<file path="src/rtl/prod_bcd_conv_pkg.sv">
// Shared types and constants for the product-to-BCD converter.
// The converter uses a double-dabble (shift-and-add-3) algorithm.
package prod_bcd_conv_pkg;

   typedef enum logic [1:0] {
      IDLE  = 2'd0,
      SHIFT = 2'd1,
      DONE  = 2'd2
   } state_t;

   // A digit at or above this value would exceed 9 after doubling, so it is pre-corrected
   localparam logic [3:0] ADD3_THRESHOLD = 4'd5;
   localparam logic [3:0] ADD3_VALUE     = 4'd3;

endpackage

</file>
<file path="src/rtl/prod_bcd_conv_digit_adj.sv">
// Combinational per-digit correction for double-dabble: add 3 when the digit is 5 or more.
module bcd_digit_adj
   import prod_bcd_conv_pkg::*;
(
   input  logic [3:0] digit_in,
   output logic [3:0] digit_out
);

   always_comb begin
      digit_out = digit_in;
      if (digit_in >= ADD3_THRESHOLD) begin
         digit_out = digit_in + ADD3_VALUE;
      end
   end

endmodule

</file>
<file path="src/rtl/prod_bcd_conv.sv">
// Converts the binary product from the sequential multiplier into packed BCD,
// one bit per clock, triggered by the rising edge of the multiplier's done strobe.
module prod_bcd_conv
   import prod_bcd_conv_pkg::*;
#(
   parameter int N_BITS   = 16,
   parameter int N_DIGITS = 5
) (
   input  logic                    clk,
   input  logic                    reset,
   input  logic                    done_flag,
   input  logic [N_BITS-1:0]       product8x8_out,
   output logic                    busy,
   output logic                    bcd_valid,
   output logic [4*N_DIGITS-1:0]   bcd_out,
   output logic                    overrun
);

   localparam int CNT_W = $clog2(N_BITS + 1);
   localparam int BCD_W = 4 * N_DIGITS;

   state_t              state;
   state_t              state_nxt;
   logic                done_d;
   logic                req;
   logic                last_shift;
   logic                illegal;
   logic [N_BITS-1:0]   bin_sr;
   logic [BCD_W-1:0]    acc;
   logic [BCD_W-1:0]    acc_adj;
   logic [BCD_W-1:0]    acc_shifted;
   logic [CNT_W-1:0]    cnt;

   assign req        = done_flag & ~done_d;
   assign last_shift = (cnt == CNT_W'(N_BITS - 1));
   assign illegal    = (state != IDLE) && (state != SHIFT) && (state != DONE);

   for (genvar d = 0; d < N_DIGITS; d++) begin : g_adj
      bcd_digit_adj u_adj (
         .digit_in  (acc[4*d +: 4]),
         .digit_out (acc_adj[4*d +: 4])
      );
   end

   // Corrected accumulator shifted left, binary MSB entering the bottom bit
   assign acc_shifted = {acc_adj[BCD_W-2:0], bin_sr[N_BITS-1]};

   assign busy      = (state == SHIFT) || (state == DONE);
   assign bcd_valid = (state == DONE);

   always_comb begin
      state_nxt = state;
      case (state)
         IDLE:    if (req) state_nxt = SHIFT;
         SHIFT:   if (last_shift) state_nxt = DONE;
         DONE:    state_nxt = IDLE;
         default: state_nxt = IDLE;
      endcase
   end

   always_ff @(posedge clk) begin
      if (reset) begin
         state  <= IDLE;
         done_d <= 1'b0;
      end else begin
         state  <= state_nxt;
         done_d <= done_flag;
      end
   end

   always_ff @(posedge clk) begin
      if (reset) begin
         bin_sr  <= '0;
         acc     <= '0;
         cnt     <= '0;
         bcd_out <= '0;
      end else begin
         case (state)
            IDLE: begin
               if (req) begin
                  bin_sr <= product8x8_out;
                  acc    <= '0;
                  cnt    <= '0;
               end
            end
            SHIFT: begin
               acc    <= acc_shifted;
               bin_sr <= {bin_sr[N_BITS-2:0], 1'b0};
               cnt    <= cnt + CNT_W'(1);
               if (last_shift) begin
                  bcd_out <= acc_shifted;
               end
            end
            DONE: begin
            end
            default: begin
               bin_sr  <= '0;
               acc     <= '0;
               cnt     <= '0;
               bcd_out <= '0;
            end
         endcase
      end
   end

   // A request seen outside IDLE (including the DONE cycle) is dropped and flagged
   always_ff @(posedge clk) begin
      if (reset || illegal) begin
         overrun <= 1'b0;
      end else if (req && (state != IDLE)) begin
         overrun <= 1'b1;
      end
   end

endmodule
</file>
<file path="config.mk">
export PLATFORM = sky130hd
export DESIGN_NAME = prod_bcd_conv
export DESIGN_NICKNAME = d
export VERILOG_FILES = /design/src/rtl/prod_bcd_conv_pkg.sv /design/src/rtl/prod_bcd_conv_digit_adj.sv /design/src/rtl/prod_bcd_conv.sv
export SDC_FILE = /design/constraint.sdc
export NUM_CORES = 1
export LEC_CHECK = 0
export ABC_CLOCK_PERIOD_IN_PS = 2600
export CAP_MARGIN = 20
export CORE_MARGIN = 3
export CORE_UTILIZATION = 54
export CTS_CLUSTER_DIAMETER = 50
export DETAILED_ROUTE_END_ITERATION = 6
export GPL_ROUTABILITY_DRIVEN = 0
export PLACE_DENSITY = 0.79
export SYNTH_ARGS = -nofsm -noshare
export SYNTH_HDL_FRONTEND = slang
export SYNTH_SLANG_ARGS = --single-unit
export TNS_END_PERCENT = 100
</file>
<file path="constraint.sdc">
create_clock -name clk -period 2.6 [get_ports clk]
set_input_delay 0.52 -clock clk [delete_from_list [all_inputs] [get_ports clk]]
set_output_delay 0.52 -clock clk [all_outputs]
set_load 0.005 [all_outputs]
</file>
==> qor.log, run 1 <==
INFO  sta            report.final.hold_viol_count=0
INFO  worst_setup_path cp_data_required_time=2890ps
INFO  clock_network  cts.repair.resized=0
INFO  sta            maxClockFrequency=0.440GHz
INFO  sta            worstMarginPinSlew=982ps
INFO  pwr            pwr-share-clk=40.2%
INFO  hold_path      worstHoldPathType=reg -> reg
INFO  cells_and_area fin_area=0.00353mm2
INFO  clock_network  insertion_delay=350ps
INFO  run_status     outcome=finished, final reports clean
INFO  pwr            power_leakage=0.00131uW
INFO  synth          synth.lib_cells_used.distinct=32
INFO  cells_and_area final_net_count=395
INFO  clock_network  ctsRootBufferMaster=sky130_fd_sc_hd__clkbuf_8
INFO  route          drt_iter0_drc=117
INFO  pwr            ir_drop=0.509mV
INFO  worst_setup_path cell_type_with_the_highest_occurrence_count_on_the_critical_path=sky130_fd_sc_hd__ha_1
INFO  pwr            p_int=1600uW
INFO  synth          postSynthNetCount=355
INFO  route          ant_nets=0
INFO  sta            timing.final.max_slew_violations=0
INFO  place          place.detailed.instances=416
INFO  sta            setup-violations-final=0
INFO  floorplan      fp.dieArea=0.00622mm2
INFO  cells_and_area finished_layout_cells=431
INFO  cells_and_area areaGrowthSynthToFinish=22.9%
INFO  worst_setup_path worst-endpoint-arrival=2560ps
INFO  synth          syn-cell-area=0.00287mm2
INFO  global_route   congestion_overflow_gr=0
INFO  clock_network  clock_sinks=65
INFO  place          place_hpwl=4.40mm
INFO  route          post-route-drc-count=0
INFO  cells_and_area num_antenna_cells=0
INFO  sta            setup_repair_after_global_routing_missed_its_margin=no
INFO  worst_setup_path worst_path_max_delay_cell=sky130_fd_sc_hd__a21oi_2
INFO  worst_setup_path cp_slowest_stage_delay=750ps
INFO  pwr            power.density_cell_area=601mW/mm2
INFO  pwr            report.power.total=2120uW
INFO  global_route   grt_use_total=23.1%
INFO  clock_network  cts_htree_levels=3
INFO  cells_and_area final_layout_size_suffix_gt1_share=6.87%
INFO  clock_network  cts-hold-fix-buffers=0
INFO  global_route   number_of_antenna_violations_at_the_first_check_in_global_routing=0
INFO  flow_run       max-cap-violations=0
INFO  global_route   grt_pass1_vias=2395
INFO  pwr            power_switching_share=24.4%
INFO  synth          synth_seq_cells=65
INFO  clock_network  cts_inserted_buffers=9
INFO  sta            finalWorstPathRequiredPeriod=2270ps
INFO  synth          syn-mean-instance-area=8.96um2
INFO  worst_setup_path worstPathBufferInverterCount=0
INFO  clock_network  tritoncts=done
INFO  pwr            power.switching=516uW
INFO  floorplan      ios=42
INFO  clock_network  clock_slew_at_reported_path_ffs=70ps
INFO  floorplan      start_util=58.4%
INFO  route          drt_pass1_iterations=4
INFO  synth          synth_warnings=0
INFO  place          place.port_buffers=41
INFO  worst_setup_path timing_worst_setup_path_type=reg -> reg
INFO  worst_setup_path critPathTopFamily=compound AO/OA/AOI/OAI gates
INFO  floorplan      die-width=78.9um
INFO  clock_network  cts.path.max_buffers=2
INFO  clock_network  post-cts-setup-buffers=0
INFO  floorplan      floorplan.rows=25
INFO  route          route.vias.total=2425
INFO  sta            hold-worst-slack=458ps
INFO  sta            setup_total_negative_slack=0ps
INFO  synth          synth-seq-area-share=45.4%
INFO  global_route   grt_pass1_wl=11.3mm
INFO  worst_setup_path critPathCaptureType=register
INFO  global_route   grt_max_degree=28
INFO  synth          postSynthCellCount=320
INFO  sta            finalCritPeriodShare=87.5%
INFO  floorplan      design.core.area=0.00491mm2
INFO  sta            clock_skew=9.39ps
INFO  worst_setup_path path_max_fanout=19
INFO  place          placedInstanceArea=0.00333mm2
INFO  floorplan      die_y=78.9um
INFO  route          viasPerCell=5.63
INFO  sta            slew-limit-headroom=34.3%
INFO  route          wire_per_inst=14.8um
INFO  pwr            combinationalPowerShare=10.4%
INFO  worst_setup_path critical_path.cell_chain=ha_1, and3_1, ha_1, nand2b_1, a21oi_2, a22o_1
INFO  route          postRouteWirelength=6.39mm
INFO  pwr            seq_power_share=49.4%
INFO  worst_setup_path setup.worst_path.start_class=register
-- power groups by stage --
stage	clock, uW	combinational [uW]	sequential, uW
2_1_floorplan	0	145	1060
3_3_place_gp	0	216	1070
3_5_place_dp	0	220	1070
4_1_cts	867	220	1050
5_1_grt	903	247	1050
6_report	851	221	1050
-- stage by stage --
stage               setup WS, ps  utilization, %
global route                 147            71.8
CTS                          326            71.8
detailed placement           321            67.8
floorplan                    762               -
global placement             327            67.8
finish                       326            71.8
-- routing by layer --
metal  global-route usage, %  vias up  wire length [um]
met5                       0        -                 0
met4                    11.0        0               135
met3                    5.78       14               220
met2                    36.9       49              3000
met1                    29.4     1150              3040
li1                        -     1212                 -
-- final timing paths --
check	from	end	slack, ps	cells past startpoint
max	cnt[0]	bcd_out[5]	330	6
min	bin_sr[0]	bin_sr[0]	460	2
max reg2reg	cnt[0]	bcd_out[5]	330	6
min reg2reg	bin_sr[0]	bin_sr[0]	460	2
-- cells in the mapped netlist, drive strengths merged --
| cell type | n | area share [%] |
|---|---|---|
| dfxtp | 65 | 45 |
| nand2 | 35 | 4.6 |
| a21oi | 24 | 4.5 |
| a22o | 20 | 6.1 |
| nor2 | 19 | 2.5 |
| o21ai | 18 | 3.1 |
| nor3 | 17 | 3.0 |
| a221oi | 16 | 4.9 |
| ha | 16 | 7.0 |
| inv | 14 | 1.8 |
| clkbuf | 13 | 1.7 |
| nand2b | 13 | 3.1 |
| nand3 | 11 | 1.9 |
| buf | 6 | 1.2 |
| mux2i | 5 | 1.7 |
| nor3b | 5 | 1.3 |
| xnor2 | 5 | 1.5 |
| o2bb2ai | 4 | 1.2 |
| nand3b | 3 | 0.79 |
| a31oi | 2 | 0.44 |
| and3 | 2 | 0.44 |
| a21o | 1 | 0.26 |
| and2 | 1 | 0.22 |
| nand4 | 1 | 0.22 |
| nand4b | 1 | 0.31 |
| nor2b | 1 | 0.22 |
| or2 | 1 | 0.22 |
| or4b | 1 | 0.35 |
-- placed cells by master (no fill, tap or decap), drive strengths merged, types with 4 or more instances in the layout --
| cell type | Yosys | routed |
|---|---|---|
| a21oi | 24 | 24 |
| a221oi | 16 | 16 |
| a22o | 20 | 20 |
| buf | 6 | 7 |
| clkbuf | 13 | 12 |
| clkdlybuf4s50 | 0 | 41 |
| dfxtp | 65 | 65 |
| ha | 16 | 16 |
| inv | 14 | 14 |
| mux2i | 5 | 5 |
| nand2 | 35 | 35 |
| nand2b | 13 | 13 |
| nand3 | 11 | 11 |
| nor2 | 19 | 19 |
| nor3 | 17 | 17 |
| nor3b | 5 | 5 |
| o21ai | 18 | 18 |
| o2bb2ai | 4 | 4 |
| xnor2 | 5 | 5 |
-- logic make-up after synthesis --
family	share of synthesized area [%]
AOI/OAI and AO/OA	20.5
adders and majority gates	6.98
and+or+nand+nor	19.1
xor gates and xnor gates	1.53
buffers and inverters	4.76
muxes	1.75
DFF	45.4
-- area by class of cell --
| class | instances | area [um2] |
|---|---|---|
| Clock buffer | 12 | 155 |
| Clock inverter | 3 | 40.0 |
| Fill cell | 387 | 1390 |
| Inverter | 14 | 52.6 |
| Multi-Input combinational cell | 222 | 1430 |
| Sequential cell | 65 | 1300 |
| Tap cell | 67 | 83.8 |
| Timing Repair Buffer | 48 | 463 |
-- worst min-delay path, cell delays in order, from the launching register on --
cell                      delay, ps
sky130_fd_sc_hd__dfxtp_1        310
sky130_fd_sc_hd__nand2_1         50
sky130_fd_sc_hd__a21oi_1         50
-- registers in the layout, indices dropped and copies added (netlist names) --
register,flops
acc,20
bcd_out,20
bin_sr,16
cnt,5
done_d,1
overrun,1
state,2
No activity file was read; power rests on OpenSTA's default activity.
==> run 2: changes to the inputs <==
- ABC_AREA: default -> 1
- CORE_UTILIZATION: 54 -> 55
- PLACE_DENSITY: 0.79 -> 0.8
==> qor.log, run 2 <==
INFO  synth          synth.most_common_cell=sky130_fd_sc_hd__nand2_1 [was sky130_fd_sc_hd__dfxtp_1]
INFO  hold_path      worstHoldPathType=reg -> reg [unchanged]
INFO  synth          synth_area_leaders=sky130_fd_sc_hd__dfxtp_1, sky130_fd_sc_hd__nand2_1, sky130_fd_sc_hd__nor2_1 [was sky130_fd_sc_hd__dfxtp_1, sky130_fd_sc_hd__ha_1, sky130_fd_sc_hd__a22o_1]
INFO  synth          synth_common_cells=sky130_fd_sc_hd__nand2_1, sky130_fd_sc_hd__dfxtp_1, sky130_fd_sc_hd__nor2_1 [was sky130_fd_sc_hd__dfxtp_1, sky130_fd_sc_hd__nand2_1, sky130_fd_sc_hd__a21oi_1]
INFO  synth          postSynthNetCount=481 [was 355]
INFO  global_route   grt_use_total=21.9% [was 23.1%]
INFO  sta            finalCritPeriodShare=81.7% [was 87.5%]
INFO  sta            report.final.hold_viol_count=0 [unchanged]
INFO  cells_and_area utilization=70.7% [was 71.8%]
INFO  sta            setup_total_negative_slack=0ps [unchanged]
INFO  global_route   number_of_antenna_violations_at_the_first_check_in_global_routing=0 [unchanged]
INFO  floorplan      start_util=59.2% [was 58.4%]
INFO  cells_and_area biggestRegsByFlops=acc: 20 flops, bcd_out: 20 flops, bin_sr: 16 flops [unchanged]
INFO  sta            setup-violations-final=0 [unchanged]
INFO  clock_network  cts-hold-fix-buffers=0 [unchanged]
INFO  place          placedInstanceArea=0.00360mm2 [was 0.00333 mm2]
INFO  cells_and_area finished_layout_cells=556 [was 431]
INFO  clock_network  clock_sinks=65 [unchanged]
INFO  worst_setup_path setup.worst_path.start_class=register [unchanged]
INFO  cells_and_area final_net_count=516 [was 395]
INFO  place          preCtsSetupSlack=499ps [was 321 ps]
INFO  synth          synth_enable_flop_cells=0 [unchanged]
INFO  sta            setup_repair_after_global_routing_missed_its_margin=no [unchanged]
INFO  synth          synthFlopType=sky130_fd_sc_hd__dfxtp_1 [unchanged]
INFO  pwr            p_int=2070uW [was 1600 uW]
INFO  route          drt_pass1_iterations=4 [unchanged]
INFO  clock_network  clock_slew_at_reported_path_ffs=70ps [about the same]
INFO  route          route.vias.total=2886 [was 2425]
INFO  sta            post-route-worst-setup-slack=477ps [was 326 ps]
INFO  route          wire_per_inst=12.0um [was 14.8 um]
INFO  synth          synth_compound_area_share=17.9% [was 20.5%]
INFO  synth          async_sr_flop_fraction=0% [unchanged]
INFO  pwr            ir_drop=0.555mV [was 0.509 mV]
INFO  place          place_hpwl=4.37mm [was 4.40 mm]
INFO  worst_setup_path cp_data_required_time=2080ps [was 2890 ps]
INFO  worst_setup_path worst_setup_path_startpoint=state[0] [was cnt[0]]
INFO  cells_and_area final_layout_size_suffix_gt1_share=5.76% [was 6.87%]
INFO  sta            clock_skew=6.91ps [was 9.39 ps]
INFO  clock_network  ctsRootBufferMaster=sky130_fd_sc_hd__clkbuf_8 [unchanged]
INFO  floorplan      design.core.area=0.00534mm2 [was 0.00491 mm2]
INFO  synth          post_synth_and_or_nand_nor_area_fraction=25.8% [was 19.1%]
INFO  worst_setup_path path_max_fanout=4 [was 19]
INFO  hold_path      hold_path_startpoint=cnt[4] [was bin_sr[0]]
INFO  cells_and_area fillerInstances=485 [was 387]
INFO  sta            slew-limit-headroom=72.3% [was 34.3%]
INFO  clock_network  insertion_delay=330ps [was 350 ps]
INFO  floorplan      floorplan.rows=26 [was 25]
INFO  global_route   grt_pass1_vias=2655 [was 2395]
INFO  cells_and_area fin_area=0.00377mm2 [was 0.00353 mm2]
INFO  floorplan      fp.dieArea=0.00668mm2 [was 0.00622 mm2]
INFO  synth          syn-cell-area=0.00316mm2 [was 0.00287 mm2]
INFO  floorplan      die-width=81.8um [was 78.9 um]
INFO  run_status     outcome=finished, final reports clean [unchanged]
INFO  clock_network  cts_htree_levels=3 [unchanged]
INFO  cells_and_area areaGrowthSynthToFinish=19.5% [was 22.9%]
INFO  synth          synth_warnings=0 [unchanged]
INFO  synth          mux_cell_area_share_after_synthesis=0% [was 1.75%]
INFO  synth          synth_seq_cells=65 [unchanged]
INFO  global_route   grt_pass1_wl=11.5mm [was 11.3 mm]
INFO  pwr            power_leakage=0.00163uW [was 0.00131 uW]
INFO  sta            finalWorstPathRequiredPeriod=2120ps [was 2270 ps]
INFO  flow_run       max-cap-violations=0 [unchanged]
INFO  pwr            combinationalPowerShare=33.9% [was 10.4%]
INFO  synth          synth_top_family_by_area=simple AND/OR/NAND/NOR gates [was compound AO/OA/AOI/OAI gates]
INFO  synth          area_share_of_the_leading_cell_type_in_the_synthesized_netlist=41.2% [was 45.4%]
INFO  synth          synth-xor-area-share=0% [was 1.53%]
INFO  clock_network  cts.repair.resized=0 [unchanged]
INFO  place          place.detailed.instances=540 [was 416]
INFO  worst_setup_path critPathCaptureType=primary output [was register]
INFO  place          place.port_buffers=41 [unchanged]
INFO  route          viasPerCell=5.19 [was 5.63]
INFO  clock_network  post-cts-setup-buffers=0 [unchanged]
INFO  synth          postSynthCellCount=446 [was 320]
INFO  clock_network  cts_inserted_buffers=9 [unchanged]
INFO  clock_network  cts.path.max_buffers=2 [unchanged]
INFO  global_route   congestion_overflow_gr=0 [unchanged]
INFO  cells_and_area num_antenna_cells=0 [unchanged]
INFO  clock_network  tritoncts=done [unchanged]
INFO  route          post-route-drc-count=0 [unchanged]
INFO  pwr            seq_power_share=42.2% [was 49.4%]
INFO  global_route   grt_max_degree=56 [was 28]
INFO  worst_setup_path worst-endpoint-arrival=1600ps [was 2560 ps]
INFO  floorplan      ios=42 [unchanged]
INFO  sta            maxClockFrequency=0.471GHz [was 0.440 GHz]
INFO  route          postRouteWirelength=6.66mm [was 6.39 mm]
INFO  pwr            power_switching_share=34.6% [was 24.4%]
INFO  floorplan      die_y=81.8um [was 78.9 um]
INFO  pwr            power.density_cell_area=840mW/mm2 [was 601 mW/mm2]
INFO  pwr            power.switching=1100uW [was 516 uW]
INFO  cells_and_area most_frequent_cells_in_the_layout=sky130_fd_sc_hd__nand2_1, sky130_fd_sc_hd__dfxtp_1, sky130_fd_sc_hd__nor2_1 [was sky130_fd_sc_hd__dfxtp_1, sky130_fd_sc_hd__clkdlybuf4s50_1, sky130_fd_sc_hd__nand2_1]
INFO  cells_and_area commonest_non_fill_non_tap_cell_in_the_layout=sky130_fd_sc_hd__nand2_1 [was sky130_fd_sc_hd__dfxtp_1]
INFO  sta            worstMarginPinSlew=415ps [was 982 ps]
INFO  worst_setup_path origin_of_the_critical_flop_to_flop_path=cnt[0] [unchanged]
INFO  synth          synth.largest_area_cell=sky130_fd_sc_hd__dfxtp_1 [unchanged]
INFO  sta            timing.final.max_slew_violations=0 [unchanged]
INFO  synth          syn-mean-instance-area=7.08um2 [was 8.96 um2]
INFO  synth          synth.lib_cells_used.distinct=25 [was 32]
INFO  pwr            pwr-share-clk=23.9% [was 40.2%]
INFO  worst_setup_path timing_worst_setup_path_type=reg -> out [was reg -> reg]
INFO  synth          yosys.area_share.adder=6.34% [was 6.98%]
INFO  route          ant_nets=0 [unchanged]
INFO  route          drt_iter0_drc=151 [was 117]
INFO  synth          synth-seq-area-share=41.2% [was 45.4%]
==> run 2: cell types whose count changed after synthesis, sizes merged, moves of 12 or more <==
cell    change
a22o       -20
inv        +22
nor3       -16
nand3      +13
a21oi      +17
nor2       +42
buf        +12
o21ai      +43
nand2      +66
nand2b     -13
a221oi     -16
==> run 2: cell type report <==
cell class / instances / area [um2] / area share, %
sequential: 65 / 1300 / 34.5
clock inverter: 3 / 15.0 / 0.398
inverter: 36 / 135 / 3.58
timing repair buffer: 47 / 493 / 13.1
multi-input combinational: 322 / 1580 / 41.9
clock buffer: 13 / 159 / 4.21
tap: 70 / 87.6 / 2.32
==> run 2: power by group through the flow <==
| stage | clock [uW] | combinational [uW] | sequential, uW |
|---|---|---|---|
| CTS | 777 | 1080 | 1340 |
| detailed placement | 0 | 1070 | 1350 |
| floorplan | 0 | 744 | 1340 |
| global placement | 0 | 1040 | 1350 |
| global route | 816 | 1230 | 1370 |
| finish | 755 | 1070 | 1340 |
==> run 2: worst max-delay path: stages (launching register included) <==
cell and delay (ps):
sky130_fd_sc_hd__dfxtp_1 330, sky130_fd_sc_hd__inv_1 100, sky130_fd_sc_hd__ha_1 300, sky130_fd_sc_hd__clkdlybuf4s50_1 550
==> run 2: per-layer routing <==
metal | vias up | wire [um] | part of all wire (%) | GRT usage, %
li1 | 1531 | - | - | -
met1 | 1280 | 3190 | 48 | 28.2
met2 | 65 | 3010 | 45 | 35.7
met3 | 10 | 349 | 5.2 | 5.26
met4 | 0 | 105 | 1.6 | 7.97
met5 | - | 0 | 0 | 0
==> run 2: metrics by stage <==
stage / hold slack [ps] / total power, uW
2_1_floorplan: 435 / 2080
3_3_place_gp: 442 / 2390
3_5_place_dp: 453 / 2430
4_1_cts: 463 / 3200
5_1_grt: 483 / 3410
6_report: 460 / 3170
==> run 2: kinds of logic (layout without fill, tap and decap cells) <==
logic type | after synthesis | in the layout
AO/OA/AOI/OAI | 108 | 108
adder cells (fa/ha/maj) | 16 | 16
buffers and inverters | 59 | 99
flip-flops | 65 | 65
AND/OR/NAND/NOR | 198 | 198
==> run 2: path summary, 6_finish.rpt <==
check                 to  slack (ps)  cells after the start
min reg2reg       cnt[4]         460                      2
max            bcd_valid         480                      3
min               cnt[4]         460                      2
max reg2reg  bcd_out[15]         680                     11
==> run 3: changes to the inputs <==
- ABC_CLOCK_PERIOD_IN_PS: 2600 -> 2250
- clock period: 2.6 -> 2.25 ns (I/O delays scaled with it)
==> qor.log, run 3 (synthesized netlist as in run 2, its figures left out) <==
INFO  cells_and_area num_antenna_cells=0 [unchanged]
INFO  floorplan      die-width=81.8um [unchanged]
INFO  worst_setup_path setup.worst_path.start_class=register [unchanged]
INFO  sta            timing.final.max_slew_violations=0 [unchanged]
INFO  sta            finalWorstPathRequiredPeriod=2090ps
INFO  hold_path      whs_endpoint=cnt[4] [unchanged]
INFO  floorplan      fp.dieArea=0.00668mm2 [unchanged]
INFO  pwr            power.density_cell_area=959mW/mm2 [was 840 mW/mm2]
INFO  worst_setup_path path_max_fanout=4 [unchanged]
INFO  pwr            seq_power_share=42.7% [was 42.2%]
INFO  sta            report.final.hold_viol_count=0 [unchanged]
INFO  route          wire_per_inst=12.3um [was 12.0 um]
INFO  global_route   number_of_antenna_violations_at_the_first_check_in_global_routing=0 [unchanged]
INFO  floorplan      floorplan.rows=26 [unchanged]
INFO  route          viasPerCell=5.21 [was 5.19]
INFO  clock_network  clock_slew_at_reported_path_ffs=70ps [about the same]
INFO  route          postRouteWirelength=6.83mm [was 6.66 mm]
INFO  cells_and_area biggestRegsByFlops=acc: 20 flops, bcd_out: 20 flops, bin_sr: 16 flops [unchanged]
INFO  pwr            power.switching=1270uW [was 1100 uW]
INFO  place          place.port_buffers=41 [unchanged]
INFO  pwr            power_leakage=0.00163uW [about the same]
INFO  global_route   grt_pass1_vias=2725 [was 2655]
INFO  floorplan      ios=42 [unchanged]
INFO  worst_setup_path origin_of_the_critical_flop_to_flop_path=cnt[0] [unchanged]
INFO  worst_setup_path r2r-end=bcd_out[18] [was bcd_out[15]]
INFO  sta            clock_skew=8.32ps [was 6.91 ps]
INFO  floorplan      die_y=81.8um [unchanged]
INFO  place          placedInstanceArea=0.00362mm2 [was 0.00360 mm2]
INFO  cells_and_area commonest_non_fill_non_tap_cell_in_the_layout=sky130_fd_sc_hd__nand2_1 [unchanged]
INFO  sta            worstMarginPinSlew=398ps [was 415 ps]
INFO  pwr            power_switching_share=35.0% [was 34.6%]
INFO  global_route   grt_pass1_wl=11.7mm [was 11.5 mm]
INFO  worst_setup_path timing_worst_setup_path_type=reg -> out [unchanged]
INFO  pwr            combinationalPowerShare=34.7% [was 33.9%]
INFO  sta            setup_total_negative_slack=0ps [unchanged]
INFO  hold_path      min_path_cells=2 [unchanged]
INFO  sta            setup_repair_after_global_routing_missed_its_margin=no [unchanged]
INFO  clock_network  cts.repair.resized=0 [unchanged]
INFO  floorplan      design.core.area=0.00534mm2 [unchanged]
INFO  global_route   grt_use_total=22.2% [was 21.9%]
INFO  flow_run       max-cap-violations=0 [unchanged]
INFO  pwr            ir_drop=0.613mV [was 0.555 mV]
INFO  clock_network  post-cts-setup-buffers=0 [unchanged]
INFO  route          route.vias.total=2898 [was 2886]
INFO  cells_and_area most_frequent_cells_in_the_layout=sky130_fd_sc_hd__nand2_1, sky130_fd_sc_hd__dfxtp_1, sky130_fd_sc_hd__nor2_1 [unchanged]
INFO  hold_path      hold_path_startpoint=cnt[4] [unchanged]
INFO  worst_setup_path reg2reg_depth=11 [unchanged]
INFO  route          drt_iter0_drc=150 [was 151]
INFO  worst_setup_path cp_data_required_time=1800ps [was 2080 ps]
INFO  clock_network  clock_sinks=65 [unchanged]
INFO  worst_setup_path critPathCaptureType=primary output [unchanged]
INFO  worst_setup_path reg2reg_slack=400ps [was 680 ps]
INFO  global_route   congestion_overflow_gr=0 [unchanged]
INFO  clock_network  tritoncts=done [unchanged]
INFO  hold_path      worstHoldPathType=reg -> reg [unchanged]
INFO  worst_setup_path worst-endpoint-arrival=1640ps [was 1600 ps]
INFO  floorplan      start_util=59.2% [unchanged]
INFO  global_route   grt_max_degree=37 [was 56]
INFO  route          post-route-drc-count=0 [unchanged]
INFO  pwr            pwr-share-clk=22.6% [was 23.9%]
INFO  route          drt_pass1_iterations=5 [was 4]
INFO  clock_network  cts_htree_levels=3 [unchanged]
INFO  cells_and_area areaGrowthSynthToFinish=19.4% [was 19.5%]
INFO  cells_and_area final_net_count=519 [was 516]
INFO  sta            setup-violations-final=0 [unchanged]
INFO  cells_and_area fin_area=0.00377mm2 [about the same]
INFO  clock_network  cts-hold-fix-buffers=0 [unchanged]
INFO  pwr            p_int=2350uW [was 2070 uW]
INFO  clock_network  insertion_delay=340ps [was 330 ps]
INFO  cells_and_area final_layout_size_suffix_gt1_share=5.76% [unchanged]
INFO  sta            finalCritPeriodShare=92.8%
INFO  clock_network  cts.path.max_buffers=2 [unchanged]
INFO  clock_network  cts_inserted_buffers=9 [unchanged]
INFO  sta            maxClockFrequency=0.479GHz
INFO  sta            slew-limit-headroom=73.5% [was 72.3%]
INFO  place          place_hpwl=4.60mm [was 4.37 mm]
INFO  route          ant_nets=0 [unchanged]
INFO  clock_network  ctsRootBufferMaster=sky130_fd_sc_hd__clkbuf_8 [unchanged]
INFO  run_status     outcome=finished, final reports clean [unchanged]
run 3: worst max path at each step:
stage / slack [ps] / startpoint / end
after global placement: 400 / done_flag / acc[0]
after detailed placement: 350 / done_flag / acc[2]
after global routing: 80 / state[0] / bcd_valid
after CTS: 150 / state[0] / bcd_valid
final: 160 / state[0] / bcd_valid
after floorplan: 680 / cnt[0] / bcd_out[11]
run 3: area by class of cell:
type	count	area, um2
Tap cell	70	87.6
Clock buffer	12	145
Inverter	36	135
Fill cell	452	1570
Clock inverter	1	5.00
Timing Repair Buffer	50	515
Sequential cell	65	1300
Multi-Input combinational cell	322	1580
run 3: layer usage:
metal / part of all wire (%) / vias to the layer above / track usage, %
li1: - / 1536 / -
met1: 49 / 1304 / 28.2
met2: 45 / 51 / 36.8
met3: 4.3 / 7 / 3.95
met4: 0.89 / 0 / 9.63
met5: 0 / - / 0
run 3: worst max-delay path, cell delays in order, from the launching register on:
cell,delay (ps)
sky130_fd_sc_hd__dfxtp_1,330
sky130_fd_sc_hd__inv_1,100
sky130_fd_sc_hd__ha_1,310
sky130_fd_sc_hd__clkdlybuf4s50_1,550
run 3: metrics by stage:
stage          power (uW)  util, %  setup WS [ps]  instances  hold WS [ps]
5_1_grt              3880     70.7           81.8        556           485
4_1_cts              3630     70.7            152        556           461
3_5_place_dp         2810     67.8            346        543           451
2_1_floorplan        2410        -            680        446           435
3_3_place_gp         2780     67.8            404        543           451
6_report             3620     70.7            163        556           459
run 3: power by group through the flow:
stage               Sequential, uW  Combinational [uW]  Clock (uW)
finish                        1540                1260         817
global route                  1580                1430         875
CTS                           1540                1260         827
detailed placement            1570                1250           0
global placement              1560                1220           0
floorplan                     1550                 859           0
